File: src/rtl/cmac_pwr_pkg.sv
// cmac_pwr_pkg: shared types and helpers for the CMAC Q-channel power controller.
//   STATE_W  : width of the FSM state encoding (exported on state_o)
//   state_e  : FSM state enum
//   tmr_w()  : width able to hold the largest timer value without wrapping
package cmac_pwr_pkg;

    localparam int STATE_W = 3;

    typedef enum logic [STATE_W-1:0] {
        ST_RUN     = 3'd0,
        ST_REQ     = 3'd1,
        ST_DENIED  = 3'd2,
        ST_STOPPED = 3'd3,
        ST_PWRUP   = 3'd4,
        ST_RESTORE = 3'd5,
        ST_EXIT    = 3'd6
    } state_e;

    function automatic int tmr_w(input int a, input int b, input int c);
        int m;
        m = a;
        if (b > m) m = b;
        if (c > m) m = c;
        return $clog2(m + 1);
    endfunction

endpackage

File: src/rtl/cmac_pwr_timer.sv
// cmac_pwr_timer: saturating counter with clear/load/enable and a done flag.
//   clk_i, rst_i : clock, async active-high reset (count resets to 0)
//   clr_i        : synchronous clear (highest priority)
//   ld_i/ld_val_i: synchronous load
//   en_i         : count one step (up, or down when DOWN=1)
//   lim_i        : up mode only, done_o = count >= lim_i
//   done_o       : up mode: limit reached; down mode: count is zero
module cmac_pwr_timer #(
    parameter int W    = 8,
    parameter bit DOWN = 1'b0
) (
    input  logic         clk_i,
    input  logic         rst_i,
    input  logic         clr_i,
    input  logic         ld_i,
    input  logic [W-1:0] ld_val_i,
    input  logic         en_i,
    input  logic [W-1:0] lim_i,
    output logic         done_o
);

    logic [W-1:0] cnt_q, cnt_d;

    always_comb begin
        cnt_d = cnt_q;
        if (clr_i) begin
            cnt_d = '0;
        end else if (ld_i) begin
            cnt_d = ld_val_i;
        end else if (en_i) begin
            // Saturate at either end so the count never wraps.
            if (DOWN) begin
                if (cnt_q != '0) cnt_d = cnt_q - W'(1);
            end else begin
                if (cnt_q != '1) cnt_d = cnt_q + W'(1);
            end
        end
    end

    always_ff @(posedge clk_i or posedge rst_i) begin
        if (rst_i) cnt_q <= '0;
        else       cnt_q <= cnt_d;
    end

    assign done_o = DOWN ? (cnt_q == '0) : (cnt_q >= lim_i);

endmodule

File: src/rtl/cmac_pwr_ctrl.sv
// cmac_pwr_ctrl: Q-channel power controller for the CMAC partition.
// Drops qreqn after a run of idle cycles, enables power-down once CMAC
// accepts, and on wake sequences power-up settle, a one-cycle retention
// restore pulse and Q-channel exit.
//   nvdla_core_clk/rst : clock, async active-high reset
//   idle_i, wake_req_i : datapath idle hint, level wake demand
//   qacceptn_i/qdeny_i : Q-channel responses from CMAC
//   qreqn_o            : Q-channel request (low = quiesce)
//   pr_restore_o       : retention restore pulse
//   pwr_down_o         : power-switch off / retention hold
//   state_o            : FSM state (debug)
//   deny_cnt_o         : saturating denial count
// Build option CMAC_PWR_CTRL_DENY_BACKOFF_EN: after a denial, hold the idle
// timer at 0 for BACKOFF_CYCLES RUN cycles before counting resumes.
module cmac_pwr_ctrl
    import cmac_pwr_pkg::*;
#(
    parameter int IDLE_CYCLES    = 16,
    parameter int PWRUP_CYCLES   = 4,
    parameter int BACKOFF_CYCLES = 32,
    parameter int CNT_W          = 8
) (
    input  logic               nvdla_core_clk,
    input  logic               nvdla_core_rst,
    input  logic               idle_i,
    input  logic               wake_req_i,
    input  logic               qacceptn_i,
    input  logic               qdeny_i,
    output logic               qreqn_o,
    output logic               pr_restore_o,
    output logic               pwr_down_o,
    output logic [STATE_W-1:0] state_o,
    output logic [CNT_W-1:0]   deny_cnt_o
);

    localparam int TW = tmr_w(IDLE_CYCLES, PWRUP_CYCLES, BACKOFF_CYCLES);

    state_e           state_q;
    logic             qreqn_q, pr_restore_q, pwr_down_q;
    logic [CNT_W-1:0] deny_cnt_q;

    logic idle_cond, idle_en, idle_done, boff_busy, pwrup_done, deny_exit, req_go;

    assign idle_cond = idle_i && !wake_req_i;
    assign deny_exit = (state_q == ST_DENIED) && !qdeny_i && qacceptn_i;

`ifdef CMAC_PWR_CTRL_DENY_BACKOFF_EN
    logic boff_done;
    cmac_pwr_timer #(.W(TW), .DOWN(1'b1)) u_boff_tmr (
        .clk_i    (nvdla_core_clk),
        .rst_i    (nvdla_core_rst),
        .clr_i    (1'b0),
        .ld_i     (deny_exit),
        .ld_val_i (TW'(BACKOFF_CYCLES)),
        .en_i     (state_q == ST_RUN),
        .lim_i    ('0),
        .done_o   (boff_done)
    );
    assign boff_busy = !boff_done;
`else
    assign boff_busy = 1'b0;
`endif

    // The idle timer only survives consecutive qualifying RUN cycles; leaving
    // RUN or any non-idle cycle clears it.
    assign idle_en = (state_q == ST_RUN) && idle_cond && !boff_busy;

    cmac_pwr_timer #(.W(TW), .DOWN(1'b0)) u_idle_tmr (
        .clk_i    (nvdla_core_clk),
        .rst_i    (nvdla_core_rst),
        .clr_i    (!idle_en),
        .ld_i     (1'b0),
        .ld_val_i ('0),
        .en_i     (idle_en),
        .lim_i    (TW'(IDLE_CYCLES - 1)),
        .done_o   (idle_done)
    );

    cmac_pwr_timer #(.W(TW), .DOWN(1'b0)) u_pwrup_tmr (
        .clk_i    (nvdla_core_clk),
        .rst_i    (nvdla_core_rst),
        .clr_i    (state_q != ST_PWRUP),
        .ld_i     (1'b0),
        .ld_val_i ('0),
        .en_i     (state_q == ST_PWRUP),
        .lim_i    (TW'(PWRUP_CYCLES - 1)),
        .done_o   (pwrup_done)
    );

    // Timer compares against LIMIT-1 so the request lands on the same edge
    // that completes the last idle cycle. qreqn only falls from an idle
    // Q-channel (accept high, deny low).
    assign req_go = idle_en && idle_done && qacceptn_i && !qdeny_i;

    always_ff @(posedge nvdla_core_clk or posedge nvdla_core_rst) begin
        if (nvdla_core_rst) begin
            state_q      <= ST_RUN;
            qreqn_q      <= 1'b1;
            pr_restore_q <= 1'b0;
            pwr_down_q   <= 1'b0;
            deny_cnt_q   <= '0;
        end else begin
            case (state_q)
                ST_RUN: if (req_go) begin
                    state_q <= ST_REQ;
                    qreqn_q <= 1'b0;
                end
                ST_REQ: begin
                    // Deny wins over a simultaneous accept.
                    if (qdeny_i) begin
                        state_q <= ST_DENIED;
                        qreqn_q <= 1'b1;
                        if (deny_cnt_q != '1) deny_cnt_q <= deny_cnt_q + CNT_W'(1);
                    end else if (!qacceptn_i) begin
                        state_q    <= ST_STOPPED;
                        pwr_down_q <= 1'b1;
                    end
                end
                ST_DENIED: if (deny_exit) state_q <= ST_RUN;
                ST_STOPPED: if (wake_req_i) begin
                    state_q    <= ST_PWRUP;
                    pwr_down_q <= 1'b0;
                end
                ST_PWRUP: if (pwrup_done) begin
                    state_q      <= ST_RESTORE;
                    pr_restore_q <= 1'b1;
                end
                ST_RESTORE: begin
                    state_q      <= ST_EXIT;
                    pr_restore_q <= 1'b0;
                    qreqn_q      <= 1'b1;
                end
                ST_EXIT: if (qacceptn_i) state_q <= ST_RUN;
                default: begin
                    state_q      <= ST_RUN;
                    qreqn_q      <= 1'b1;
                    pr_restore_q <= 1'b0;
                    pwr_down_q   <= 1'b0;
                end
            endcase
        end
    end

    assign qreqn_o      = qreqn_q;
    assign pr_restore_o = pr_restore_q;
    assign pwr_down_o   = pwr_down_q;
    assign state_o      = state_q;
    assign deny_cnt_o   = deny_cnt_q;

endmodule

File: config.mk
export PLATFORM = sky130hd
export DESIGN_NAME = cmac_pwr_ctrl
export DESIGN_NICKNAME = d
export VERILOG_FILES = /design/src/rtl/cmac_pwr_pkg.sv /design/src/rtl/cmac_pwr_timer.sv /design/src/rtl/cmac_pwr_ctrl.sv
export SDC_FILE = /design/constraint.sdc
export NUM_CORES = 1
export LEC_CHECK = 0
export CORE_MARGIN = 2
export CORE_UTILIZATION = 36
export CTS_CLUSTER_DIAMETER = 50
export CTS_CLUSTER_SIZE = 25
export DETAILED_ROUTE_END_ITERATION = 8
export GPL_TIMING_DRIVEN = 0
export PLACE_DENSITY_LB_ADDON = 0.1
export SLEW_MARGIN = 20
export SYNTH_ARGS = -nofsm -noshare
export SYNTH_HDL_FRONTEND = slang
export SYNTH_SLANG_ARGS = --single-unit
export TNS_END_PERCENT = 10
File: constraint.sdc
create_clock -name nvdla_core_clk -period 5.04 [get_ports nvdla_core_clk]
set_input_delay 0.756 -clock nvdla_core_clk [delete_from_list [all_inputs] [get_ports nvdla_core_clk]]
set_output_delay 0.756 -clock nvdla_core_clk [all_outputs]
set_load 0.05 [all_outputs]
======== After elaboration in Yosys (flattened, before gate mapping) ========
Cells that the tools add are included.
storage, ports and cells
  bits in registers ....................... 26
  input bits .............................. 6
  output and inout bits ................... 14
  logic and storage cells ................. 78
operators by class
  $add $sub $neg .......................... 3
  magnitude comparators ................... 2
  equal/unequal tests ..................... 20
  multiplexer cells ....................... 22
  bitwise logic cells ..................... 3
  reductions and logical operators ........ 21
operator list
  cell                   count
  $mux W6                5
  $mux W3                7
  $pmux W3 S7            1
  $ne A2 B2 Y1 const B   8
  $add A6 B1 Y6 const B  2
  $ne A6 B6 Y1 const B   2
  $reduce_or A5 Y1       2
  $eq A3 B3 Y1 const B   3
  $add A8 B1 Y8 const B  1
  $ne A8 B8 Y1 const B   1
  $logic_and A1 B1 Y1    7
  $eq A3 B2 Y1 const B   2
  $ge A6 B2 Y1 const B   1
  $ge A6 B4 Y1 const B   1
  $mux W1                6
  $ne A3 B3 Y1 const B   2
  $pmux W1 S3            2
  $reduce_and A3 Y1      2
  $reduce_and A6 Y1      1
  $reduce_and A2 Y1      2
  $reduce_and A4 Y1      1
  $reduce_bool A2 Y1     2
  $reduce_or A4 Y1       1
  $eq A3 B1 Y1 const B   1
  other kinds (5)        8

======== Logic depth before layout (Yosys ltp) ========
  depth after elaboration ................. 8
  gate-level depth with buffers ........... 5
  gate-level depth less buffers ........... 4

======== Cells and area by module ========
A second synthesis with hierarchy kept.
second synthesis, totals
  cell total of the unflattened synthesis .. 228
  area, all modules ....................... 1,950.6 sq um
modules (own cells, without submodules)
  module          instances  cells an instance  area each (sq um)  seq. area each (sq um)
  cmac_pwr_timer  2          71                 581.8              150.1
  cmac_pwr_ctrl   1          86                 787.0              351.6

======== Worst setup path after synthesis ========
Ideal clock, no wire load.
  kind .................................... register to register
  from .................................... register deny_cnt_q[0] (netlist: deny_cnt_o[0])
  to ...................................... register deny_cnt_q[1] (netlist: deny_cnt_o[1])
  setup time .............................. 0.128 ns
  data arrival time ....................... 1.634 ns
  slack ................................... 3.279 ns
  cell stages (with the launch flop) ...... 5
  path buffers ............................ 0
  path through ............................ dfrtp_1 > ha_1 > nand4_1 > o21ai_2 > mux2_1
between the ends
  longest elaborated chain between the ends .. 2
  elaborated cells on any way between the ends .. 3
  those cells by class .................... add/sub: 1; eq/ne: 1; reduce/logical: 1
RTL lines
  element                                                line                  RTL
  start, declared                                        cmac_pwr_ctrl.sv:40   logic [CNT_W-1:0] deny_cnt_q;
  start signal, assigned                                 cmac_pwr_ctrl.sv:113  if (deny_cnt_q != '1) deny_cnt_q <= deny_cnt_q + CNT_W'(1);
  branches (longest 2 deep; another with $add A8 B1 Y8)  -
Several ways; the timed one is not identified.
A chain may end at the register's enable or synchronous reset.

======== Worst setup path after layout ========
  from .................................... register state_q[0] (netlist: state_o[0])
  to ...................................... output state_o[0]
RTL lines
  element                 line                  RTL
  start, declared         cmac_pwr_ctrl.sv:38   state_e state_q;
  start signal, assigned  cmac_pwr_ctrl.sv:97   state_q <= ST_RUN;
  start signal, assigned  cmac_pwr_ctrl.sv:105  state_q <= ST_REQ;
  start signal, assigned  cmac_pwr_ctrl.sv:111  state_q <= ST_DENIED;
  end, declared           cmac_pwr_ctrl.sv:32   output logic [STATE_W-1:0] state_o,
No word-level cell between the ends.

==> run_results.csv <==
group,metric,value,unit
worst_setup_path,worstSetupEndpointType,"primary output",
clock_tree,cts-resized-gates,0,
logic_synthesis,synth.net_count,146,
logic_synthesis,yosysTopAreaCell,"dfrtp_1",
sta,relSlewSlack,0.3916,
global_route,grt_pass1_vias,1098,
die,dieWidth,65.75,um
global_route,antenna_found_initial,0,
worst_setup_path,crit_type,"reg2out",
logic_synthesis,synth_most_common_cell,"dfrtp_1",
cells_and_area,instances_no_fill,208,
sta,hold-worst-slack,0.4929,ns
route,vias_per_cell,5.500,
worst_hold_path,hold_end,"qreqn_o",
worst_setup_path,cpPeakStageDelay,0.86,ns
worst_setup_path,cp_top_family,"buffers and inverters",
logic_synthesis,ys_async_sr_fraction,1.000,
die,initial_utilization,0.3749,
route,wirelength,2.715,mm
logic_synthesis,ys_warn_count,0,
clock_tree,clkTransAtPathRegs,0.09,ns
route,wl_met1,1.281,mm
clock_tree,clockRootBuffer,"clkbuf_8",
pwr,power.total,409.6,uW
logic_synthesis,synth_area_leaders,"dfrtp_1 46%, nand4_1 3.6%, nand3_1 3.3%, mux2_1 3.3%, xnor2_1 3.2%",
sta,setup_viol,0,
clock_tree,clk_path_buf_depth,2,
logic_synthesis,synth_top_area_share,0.4558,
route,post_drt_wl_per_cell,13.05,um
worst_setup_path,regToRegSetupSlack,3.33,ns
worst_setup_path,crit_chain,"clkdlybuf4s50_1",
sta,tns,0,ns
route,dr_wl_met3,54,um
sta,finalClockSkew,0.006614,ns
route,via_count,1144,
logic_synthesis,synth_area_per_cell,10.02,um^2
logic_synthesis,synthFlopType,"dfrtp_1",
sta,layout_min_cycle_time,2.390,ns
cells_and_area,drive_above_1_share,0.07500,
die,die_h,65.75,um
route,top_layer_used,"met4",
status,outcome,"complete, no violations",
route,drt_iter0_drc,46,
die,fp.coreArea,3661,um^2
sta,drv_slew,0,
sta,min_period_over_period,0.4743,
clock_tree,cts_tree,"built",
global_route,grt_overflow_total,0,
worst_setup_path,crit_buf_inv,1,
sta,hold_viol_final,0,
worst_setup_path,critPathLaunchType,"flop",
clock_tree,postCtsSetupBuffers,0,
job,drv_cap,0,
worst_setup_path,arrival,1.63,ns
worst_setup_path,slowest_stage,"clkdlybuf4s50_1",
worst_hold_path,hold_path_startpoint,"qreqn_o",
worst_hold_path,whs_path_depth,1,
global_route,grt_pass1_wl,4.871,mm
route,antenna_left,0,
die,io-pin-count,20,
clock_tree,numCtsBuffers,3,
die,die-area,4322,um^2
logic_synthesis,synth_commonest_cells,"25 x dfrtp_1, 9 x nand3_1, 8 x a21oi_1, 8 x nand2_1, 8 x nand4_1",
logic_synthesis,synth_seq_cells,26,
clock_tree,insertion_delay,0.27,ns
worst_setup_path,r2r-end,"pr_restore_o",
worst_setup_path,reg2reg_from,"u_pwrup_tmr.cnt_q[0]",
pwr,p_leak,0.0006644,uW
logic_synthesis,synth.distinct_cells,37,
worst_setup_path,reg2reg_depth,5,
route,route.met2.wl,1.330,mm
logic_synthesis,synth_area,1373,um^2
global_route,grt_max_degree,27,
clock_tree,ctsHoldBuffers,0,
clock_tree,htree_levels,1,
clock_tree,cts_num_sinks,26,
cells_and_area,diodes,0,
pwr,vdd_drop_max,121.3,uV
sta,clock.fmax,418.3,MHz
cells_and_area,area_delta_synth_final,22.24,%
sta,worstMarginPinSlew,0.9071,ns
worst_setup_path,critPathRequiredTime,4.28,ns
die,rows,22,
place,dp_hpwl,1.990,mm
route,drc,0,
logic_synthesis,syn-instance-count,137,
worst_hold_path,hp-class,"reg2reg",
pwr,power_density,244.1,nW/um^2
logic_synthesis,synth-seq-area-share,0.4749,
route,drt_pass1_iterations,7,
global_route,track_usage,0.1453,
logic_synthesis,synth_edf_count,0,
cells_and_area,nets,170,
place,gp_congestion,0.7870,
worst_setup_path,cp_max_fo,9,
place,dp_cells,204,
sta,rsz0062_at_grt,"no",
place,io_buffer_count,19,
cell usage in the layout, fill, tap and decap left out, types with 7 or more instances in the layout:
master,instances
a21oi_1,8
clkdlybuf4s50_1,19
dfrtp_1,25
nand2_1,8
nand3_1,9
nand4_1,8
o21ai_0,7
through the flow:
stage	setup slack (ns)	util	cell area [um^2]
CTS	2.642	0.4583	1678
floorplan	3.279	-	1373
detailed placement	2.815	0.4433	1623
global route	2.573	0.4583	1678
global placement	2.810	0.4433	1623
finish	2.650	0.4583	1678
layout make-up:
class                           count  area [um^2]
Buffer                              3        15.01
Clock buffer                        4        55.05
Fill cell                         370         1983
Inverter                            6        22.52
Multi-Input combinational cell    102        683.2
Sequential cell                    26        651.9
Tap cell                           48        60.06
Timing Repair Buffer               19        190.2
cells by family after synthesis:
family / after synthesis / share of synthesized area
and+or+nand+nor: 54 / 0.2297
buffers and inverters: 9 / 0.02734
DFF: 26 / 0.4749
AOI/OAI and AO/OA: 34 / 0.1623
muxes: 5 / 0.04011
xor gates and xnor gates: 6 / 0.03829
adders and majority gates: 3 / 0.02735
layer usage:
layer	global-route usage	vias up
li1	-	560
met1	0.1870	566
met2	0.2386	14
met3	0.02568	4
met4	0.06250	0
met5	0	-
state kept, by name, summed over array words and instances (netlist names):
signal             cells
deny_cnt_o             8
pr_restore_o           1
pwr_down_o             1
qreqn_o                1
state_o                3
u_idle_tmr.cnt_q       6
u_pwrup_tmr.cnt_q      6
worst max path at each step:
stage | start | end | cells after the start
detailed placement | qdeny_i | deny_cnt_o[4] | 4
CTS | state_o[0] | state_o[0] | 1
global route | state_o[0] | state_o[0] | 1
global placement | qdeny_i | deny_cnt_o[6] | 4
floorplan | deny_cnt_o[0] | deny_cnt_o[1] | 4
finish | state_o[0] | state_o[0] | 1
where the power goes:
part | switching [uW] | internal, uW | total [uW]
Clock | 64.7 | 69.8 | 135
Sequential | 6.76 | 216 | 222
Combinational | 33.5 | 19.2 | 52.7
Total | 105 | 305 | 410
(Power assumes the default switching activity.)
